**config.mk**
```make
export PLATFORM = sky130hd
export DESIGN_NAME = pp_frame_sink
export DESIGN_NICKNAME = d
export VERILOG_FILES = /design/src/rtl/pp_frame_sink.sv
export SDC_FILE = /design/constraint.sdc
export NUM_CORES = 1
export LEC_CHECK = 0
export ABC_AREA = 1
export CORE_MARGIN = 1.5
export CORE_UTILIZATION = 40
export CTS_CLUSTER_DIAMETER = 50
export DETAILED_ROUTE_END_ITERATION = 6
export SLEW_MARGIN = 10
export SYNTH_ARGS = -nofsm -noshare
export SYNTH_HDL_FRONTEND = slang
export SYNTH_HIERARCHICAL = 1
export SYNTH_SLANG_ARGS = --single-unit
```
**constraint.sdc**
```tcl
create_clock -name clk -period 2.7 [get_ports clk]
set_input_delay 0.54 -clock clk [delete_from_list [all_inputs] [get_ports clk]]
set_output_delay 0.54 -clock clk [all_outputs]
set_load 0.005 [all_outputs]
```
**src/rtl/pp_frame_sink.sv**
```systemverilog
// pp_frame_sink -- consumer end of the ping-pong byte stream.
//
// Captures fixed-length frames of DEPTH bytes into two alternating banks.
// Each completed frame is replayed in order on a valid/ready output stream.
// When both banks hold unread frames, busy tells the producer to stop.
//
// Ports
//   clk        rising-edge clock
//   rst_n      asynchronous active-low reset
//   in_vaild   input byte valid
//   in         input byte (DATA_W)
//   busy       write bank is full; input bytes are dropped
//   out_vaild  out/out_last valid
//   out_ready  downstream accepts the current byte
//   out        output byte (DATA_W), registered
//   out_last   last byte of a frame
//   ovf        sticky: a byte was dropped while busy

// One frame bank: flop array with a single write port and a combinational read.
// It is not reset, because its contents are only read after a full frame has
// been written into it.
module pp_frame_sink_bank #(
  parameter int DATA_W = 8,
  parameter int DEPTH  = 64,
  parameter int ADDR_W = 6
) (
  input  logic              clk,
  input  logic              i_we,
  input  logic [ADDR_W-1:0] i_waddr,
  input  logic [DATA_W-1:0] i_wdata,
  input  logic [ADDR_W-1:0] i_raddr,
  output logic [DATA_W-1:0] o_rdata
);
  logic [DATA_W-1:0] r_mem [DEPTH];

  always_ff @(posedge clk)
    if (i_we) r_mem[i_waddr] <= i_wdata;

  assign o_rdata = r_mem[i_raddr];
endmodule

module pp_frame_sink #(
  parameter int DATA_W = 8,
  parameter int DEPTH  = 64,
  parameter int ADDR_W = 6
) (
  input  logic              clk,
  input  logic              rst_n,
  input  logic              in_vaild,
  input  logic [DATA_W-1:0] in,
  output logic              busy,
  output logic              out_vaild,
  input  logic              out_ready,
  output logic [DATA_W-1:0] out,
  output logic              out_last,
  output logic              ovf
);
  localparam int            NB    = 2;
  localparam logic [ADDR_W-1:0] CNT_LAST = ADDR_W'(DEPTH - 1);

  logic [NB-1:0]             r_full;
  logic                      r_wr_bank;
  logic [ADDR_W-1:0]         r_wr_cnt;
  logic                      r_rd_bank;
  logic [ADDR_W-1:0]         r_rd_cnt;
  logic [DATA_W-1:0]         r_out;
  logic                      r_out_vaild;
  logic                      r_out_last;
  logic                      r_ovf;

  logic                      w_busy;
  logic                      w_wr_fire;
  logic                      w_wr_last;
  logic                      w_ld;
  logic                      w_rd_last;
  logic [NB-1:0]             w_full_nxt;
  logic [NB-1:0][DATA_W-1:0] w_bank_rdata;
  logic [DATA_W-1:0]         w_rd_data;

  // busy comes from flops only, so there is no in_vaild -> busy path.
  assign w_busy    = r_full[r_wr_bank];
  assign w_wr_fire = in_vaild && !w_busy;
  assign w_wr_last = (r_wr_cnt == CNT_LAST);

  // The output register loads whenever it is empty or being drained, and the
  // read bank holds a complete frame.
  assign w_ld      = (!r_out_vaild || out_ready) && r_full[r_rd_bank];
  assign w_rd_last = (r_rd_cnt == CNT_LAST);
  assign w_rd_data = w_bank_rdata[r_rd_bank];

  for (genvar b = 0; b < NB; b++) begin : g_bank
    pp_frame_sink_bank #(
      .DATA_W (DATA_W),
      .DEPTH  (DEPTH),
      .ADDR_W (ADDR_W)
    ) u_bank (
      .clk     (clk),
      .i_we    (w_wr_fire && (r_wr_bank == 1'(b))),
      .i_waddr (r_wr_cnt),
      .i_wdata (in),
      .i_raddr (r_rd_cnt),
      .o_rdata (w_bank_rdata[b])
    );
  end

  // The writer only targets a free bank and the reader only releases a full
  // one, so a set and a clear in the same cycle always hit different banks.
  // The release happens when the last byte enters the output register, which
  // lets the writer restart one cycle later.
  always_comb begin
    w_full_nxt = r_full;
    if (w_wr_fire && w_wr_last) w_full_nxt[r_wr_bank] = 1'b1;
    if (w_ld && w_rd_last)      w_full_nxt[r_rd_bank] = 1'b0;
  end

  always_ff @(posedge clk or negedge rst_n) begin
    if (!rst_n) begin
      r_full      <= '0;
      r_wr_bank   <= 1'b0;
      r_wr_cnt    <= '0;
      r_rd_bank   <= 1'b0;
      r_rd_cnt    <= '0;
      r_out       <= '0;
      r_out_vaild <= 1'b0;
      r_out_last  <= 1'b0;
      r_ovf       <= 1'b0;
    end else begin
      r_full <= w_full_nxt;

      if (w_wr_fire) begin
        if (w_wr_last) begin
          r_wr_bank <= ~r_wr_bank;
          r_wr_cnt  <= '0;
        end else begin
          r_wr_cnt  <= r_wr_cnt + 1'b1;
        end
      end

      // A dropped byte leaves the pointers alone; only the sticky flag moves.
      if (in_vaild && w_busy) r_ovf <= 1'b1;

      if (w_ld) begin
        r_out       <= w_rd_data;
        r_out_vaild <= 1'b1;
        r_out_last  <= w_rd_last;
        if (w_rd_last) begin
          r_rd_bank <= ~r_rd_bank;
          r_rd_cnt  <= '0;
        end else begin
          r_rd_cnt  <= r_rd_cnt + 1'b1;
        end
      end else if (r_out_vaild && out_ready) begin
        // Drained with nothing behind it; out keeps its last value.
        r_out_vaild <= 1'b0;
        r_out_last  <= 1'b0;
      end
    end
  end

  assign busy      = w_busy;
  assign out_vaild = r_out_vaild;
  assign out       = r_out;
  assign out_last  = r_out_last;
  assign ovf       = r_ovf;
endmodule

```
==> flow_metrics.env <==
export IMPL_worstReg2RegEnd="out[6]"
export IMPL_wire_per_inst_um=21.3
export IMPL_netSwitchingFraction=0.368
export IMPL_syn_nets=3784
export IMPL_dp_cells=5250
export IMPL_cp_cell_sequence="nand2_1 -> nand2_4 -> clkdlybuf4s50_1"
export IMPL_status="complete, no violations"
export IMPL_period_needed_ns=2.51
export IMPL_maxCapViolations=0
export IMPL_overflow=0
export IMPL_switchingPower_mw=18.4
export IMPL_die_y_um=334
export IMPL_syn_area_per_cell_um2=11.6
export IMPL_finClkSkew_ns=0.0266
export IMPL_post_cts_setup_buffers=0
export IMPL_layout_drive_gt1_share=0.116
export IMPL_p_seq_frac=0.371
export IMPL_hold_violations=0
export IMPL_synth_common_cells="1,354 x nand2_1, 1,024 x edfxtp_1, 886 x nand3_1"
export IMPL_grt_max_degree=94
export IMPL_synth_top_area_cell="edfxtp_1"
export IMPL_worst_slew_pin_slew_ns=0.699
export IMPL_ctsHtreeMaxLevel=3
export IMPL_syn_area_mm2=0.0438
export IMPL_synthCells=3770
export IMPL_worstSetupEndpointType="output pin"
export IMPL_die_area_mm2=0.111
export IMPL_finalSetupViolCount=0
export IMPL_io_buffers=23
export IMPL_post_place_ws_ns=0.0490
export IMPL_slowest_delay_ns=0.54
export IMPL_ctsHoldBuffers=0
export IMPL_cts_resized=0
export IMPL_rsz0062_at_grt="false"
export IMPL_final_util=0.462
export IMPL_hold_start="in[3]"
export IMPL_yosysSeqAreaShare=0.718
export IMPL_post_layout_nonfiller_instances=5454
export IMPL_cts_tree="built"
export IMPL_synthArstFlopShare=0.0257
export IMPL_synth_top_area_share=0.702
export IMPL_drv_slew=0
export IMPL_synth_cell_types=29
export IMPL_slew_limit_headroom=0.534
export IMPL_drt_vias_per_instance=5.32
export IMPL_first_pass_iters=5
export IMPL_grt_pass1_vias=28100
export IMPL_crit_start="r_wr_bank"
export IMPL_coreArea_mm2=0.109
export IMPL_yosys_cell_count_top_type="nand2_1"
export IMPL_start_util=0.403
export IMPL_chipWidth_um=334
export IMPL_pwr_share_clk=0.296
export IMPL_r2r_slack_ns=0.20
export IMPL_finalCritPeriodShare=0.930
export IMPL_cts_clk_slew_worst_paths_ns=0.06
export IMPL_ir_worst_vdd_mv=0.654
export IMPL_synth_ff_latch_count=1051
export IMPL_hold_depth=1
export IMPL_internal_power_mw=31.6
export IMPL_worstRegToRegCells=11
export IMPL_path_class="reg2out"
export IMPL_ios=24
export IMPL_synth_ff_type="edfxtp_1"
export IMPL_grt_pass1_wl_um=174000
export IMPL_area_growth_pct=14.8
export IMPL_first_iter_violations=3225
export IMPL_drt_wl_total_um=116000
export IMPL_synth_area_leaders="edfxtp_1 70%, nand2_1 12%, nand3_1 10%"
export IMPL_power_density_mw_per_mm2=995
export IMPL_setup_tns_ns=0
export IMPL_p_leak_nw=18.4
export IMPL_arrival_ns=1.97
export IMPL_clock_latency_ns=0.69
export IMPL_ant_nets=0
export IMPL_clock_path_buffers=3
export IMPL_worst_slack_ns=0.190
export IMPL_grt_total_usage=0.207
export IMPL_num_rows=121
export IMPL_cp_required_ns=2.16
export IMPL_dp_final_hpwl_um=71400
export IMPL_cts_sinks=1051
export IMPL_synth_edf_count=1024
export IMPL_path_max_fanout=6
export IMPL_post_route_drc_count=0
export IMPL_hold_path_class="in2reg"
export IMPL_yosys_warnings=6
export IMPL_start_kind="flip-flop"
export IMPL_antenna_found_initial=3
export IMPL_min_to="g_bank[0].u_bank/r_mem[59][3]"
export IMPL_finalNetCount=3961
export IMPL_timing_rr_start="r_rd_cnt[1]"
export IMPL_fmax_mhz=398
export IMPL_vias=29000
export IMPL_gp_congestion=0.893
export IMPL_numCtsBuffers=109
export IMPL_pwr_share_comb=0.333
export IMPL_cts_root_buf="clkbuf_16"
export IMPL_critPathSlowestCell="clkdlybuf4s50_1"
==> per-stage QoR <==
stage | total power [mW] | cell area [um^2] | hold slack, ns
detailed placement | 35.3 | 46700 | 0.571
CTS | 50.1 | 50300 | 0.0891
floorplan | 30.5 | 43800 | 0.244
global route | 52.6 | 50300 | 0.102
global placement | 35.3 | 46700 | 0.561
finish | 50.0 | 50300 | 0.116
==> critical path: cells and delay by family, from the launching register on <==
family / cells / cell delay, ns
buffers and inverters: 1 / 0.54
flip-flops: 1 / 0.44
AND/OR/NAND/NOR: 2 / 0.31
==> state kept, by name, indices dropped and copies added (netlist names) <==
name and count:
r_rd_bank 1, r_wr_cnt 6, r_wr_bank 1, out_last 1, out 8, g_bank.u_bank/r_mem 1024, out_vaild 1, r_rd_cnt 6
r_full 2, ovf 1
==> power by group through the flow <==
stage	sequential, mW	combinational, mW	clock (mW)
after global placement	18.9	16.4	0
final	18.6	16.7	14.8
after CTS	18.5	16.6	15.0
after detailed placement	18.9	16.5	0
after floorplan	18.5	11.9	0
after global routing	18.5	18.4	15.6
==> area by class of cell <==
cell class,instances,area [um^2]
Antenna cell,1,2.50
Fill cell,9824,58400
Sequential cell,1051,31400
Clock inverter,64,642
Clock buffer,139,2880
Tap cell,1414,1770
Multi-Input combinational cell,2446,10600
Timing Repair Buffer,295,2780
Inverter,44,180
==> logic make-up after synthesis <==
kind of cell | share of synthesized area
AND/OR/NAND/NOR | 0.237
XOR/XNOR | 0.000400
adder cells (fa/ha/maj) | 0.000572
AO/OA/AOI/OAI | 0.00312
flip-flops | 0.718
buffers and inverters | 0.0415
==> routing by layer <==
| metal | track usage | routed length [um] | vias to the layer above |
|---|---|---|---|
| li1 | - | - | 13600 |
| met1 | 0.293 | 51000 | 14000 |
| met2 | 0.327 | 53400 | 1184 |
| met3 | 0.0326 | 8460 | 214 |
| met4 | 0.0637 | 3170 | 6 |
| met5 | 0 | 34 | - |
==> cell usage in the layout, fill, tap and decap left out, types with 3 or more instances in the layout <==
cell type / Yosys / layout
inv_1: 38 / 36
nand2_1: 1354 / 1354
clkbuf_1: 30 / 28
buf_4: 29 / 238
nand4_1: 22 / 22
nor4_2: 0 / 6
nand3_1: 886 / 886
nor4_1: 16 / 10
edfxtp_1: 1024 / 1024
clkinv_2: 0 / 12
clkbuf_16: 0 / 111
dfrtp_1: 27 / 23
bufinv_16: 0 / 10
nand2_2: 4 / 4
o31ai_2: 7 / 7
clkinv_1: 0 / 19
clkdlybuf4s50_1: 0 / 15
buf_12: 0 / 42
inv_2: 4 / 4
clkinv_4: 0 / 3
o21ai_0: 4 / 4
inv_6: 2 / 9
clkinvlp_4: 0 / 9
nor2_1: 141 / 141
dfrtp_4: 0 / 3
==> worst max path at each step <==
stage                                    endpoint  slack [ns]
floorplan           g_bank[0].u_bank/r_mem[48][0]        0.14
global placement    g_bank[0].u_bank/r_mem[22][0]         0.1
detailed placement  g_bank[0].u_bank/r_mem[22][3]        0.05
CTS                                          busy        0.16
global route                               out[4]        0.03
finish                                       busy        0.19
No activity file was read; power rests on OpenSTA's default activity.
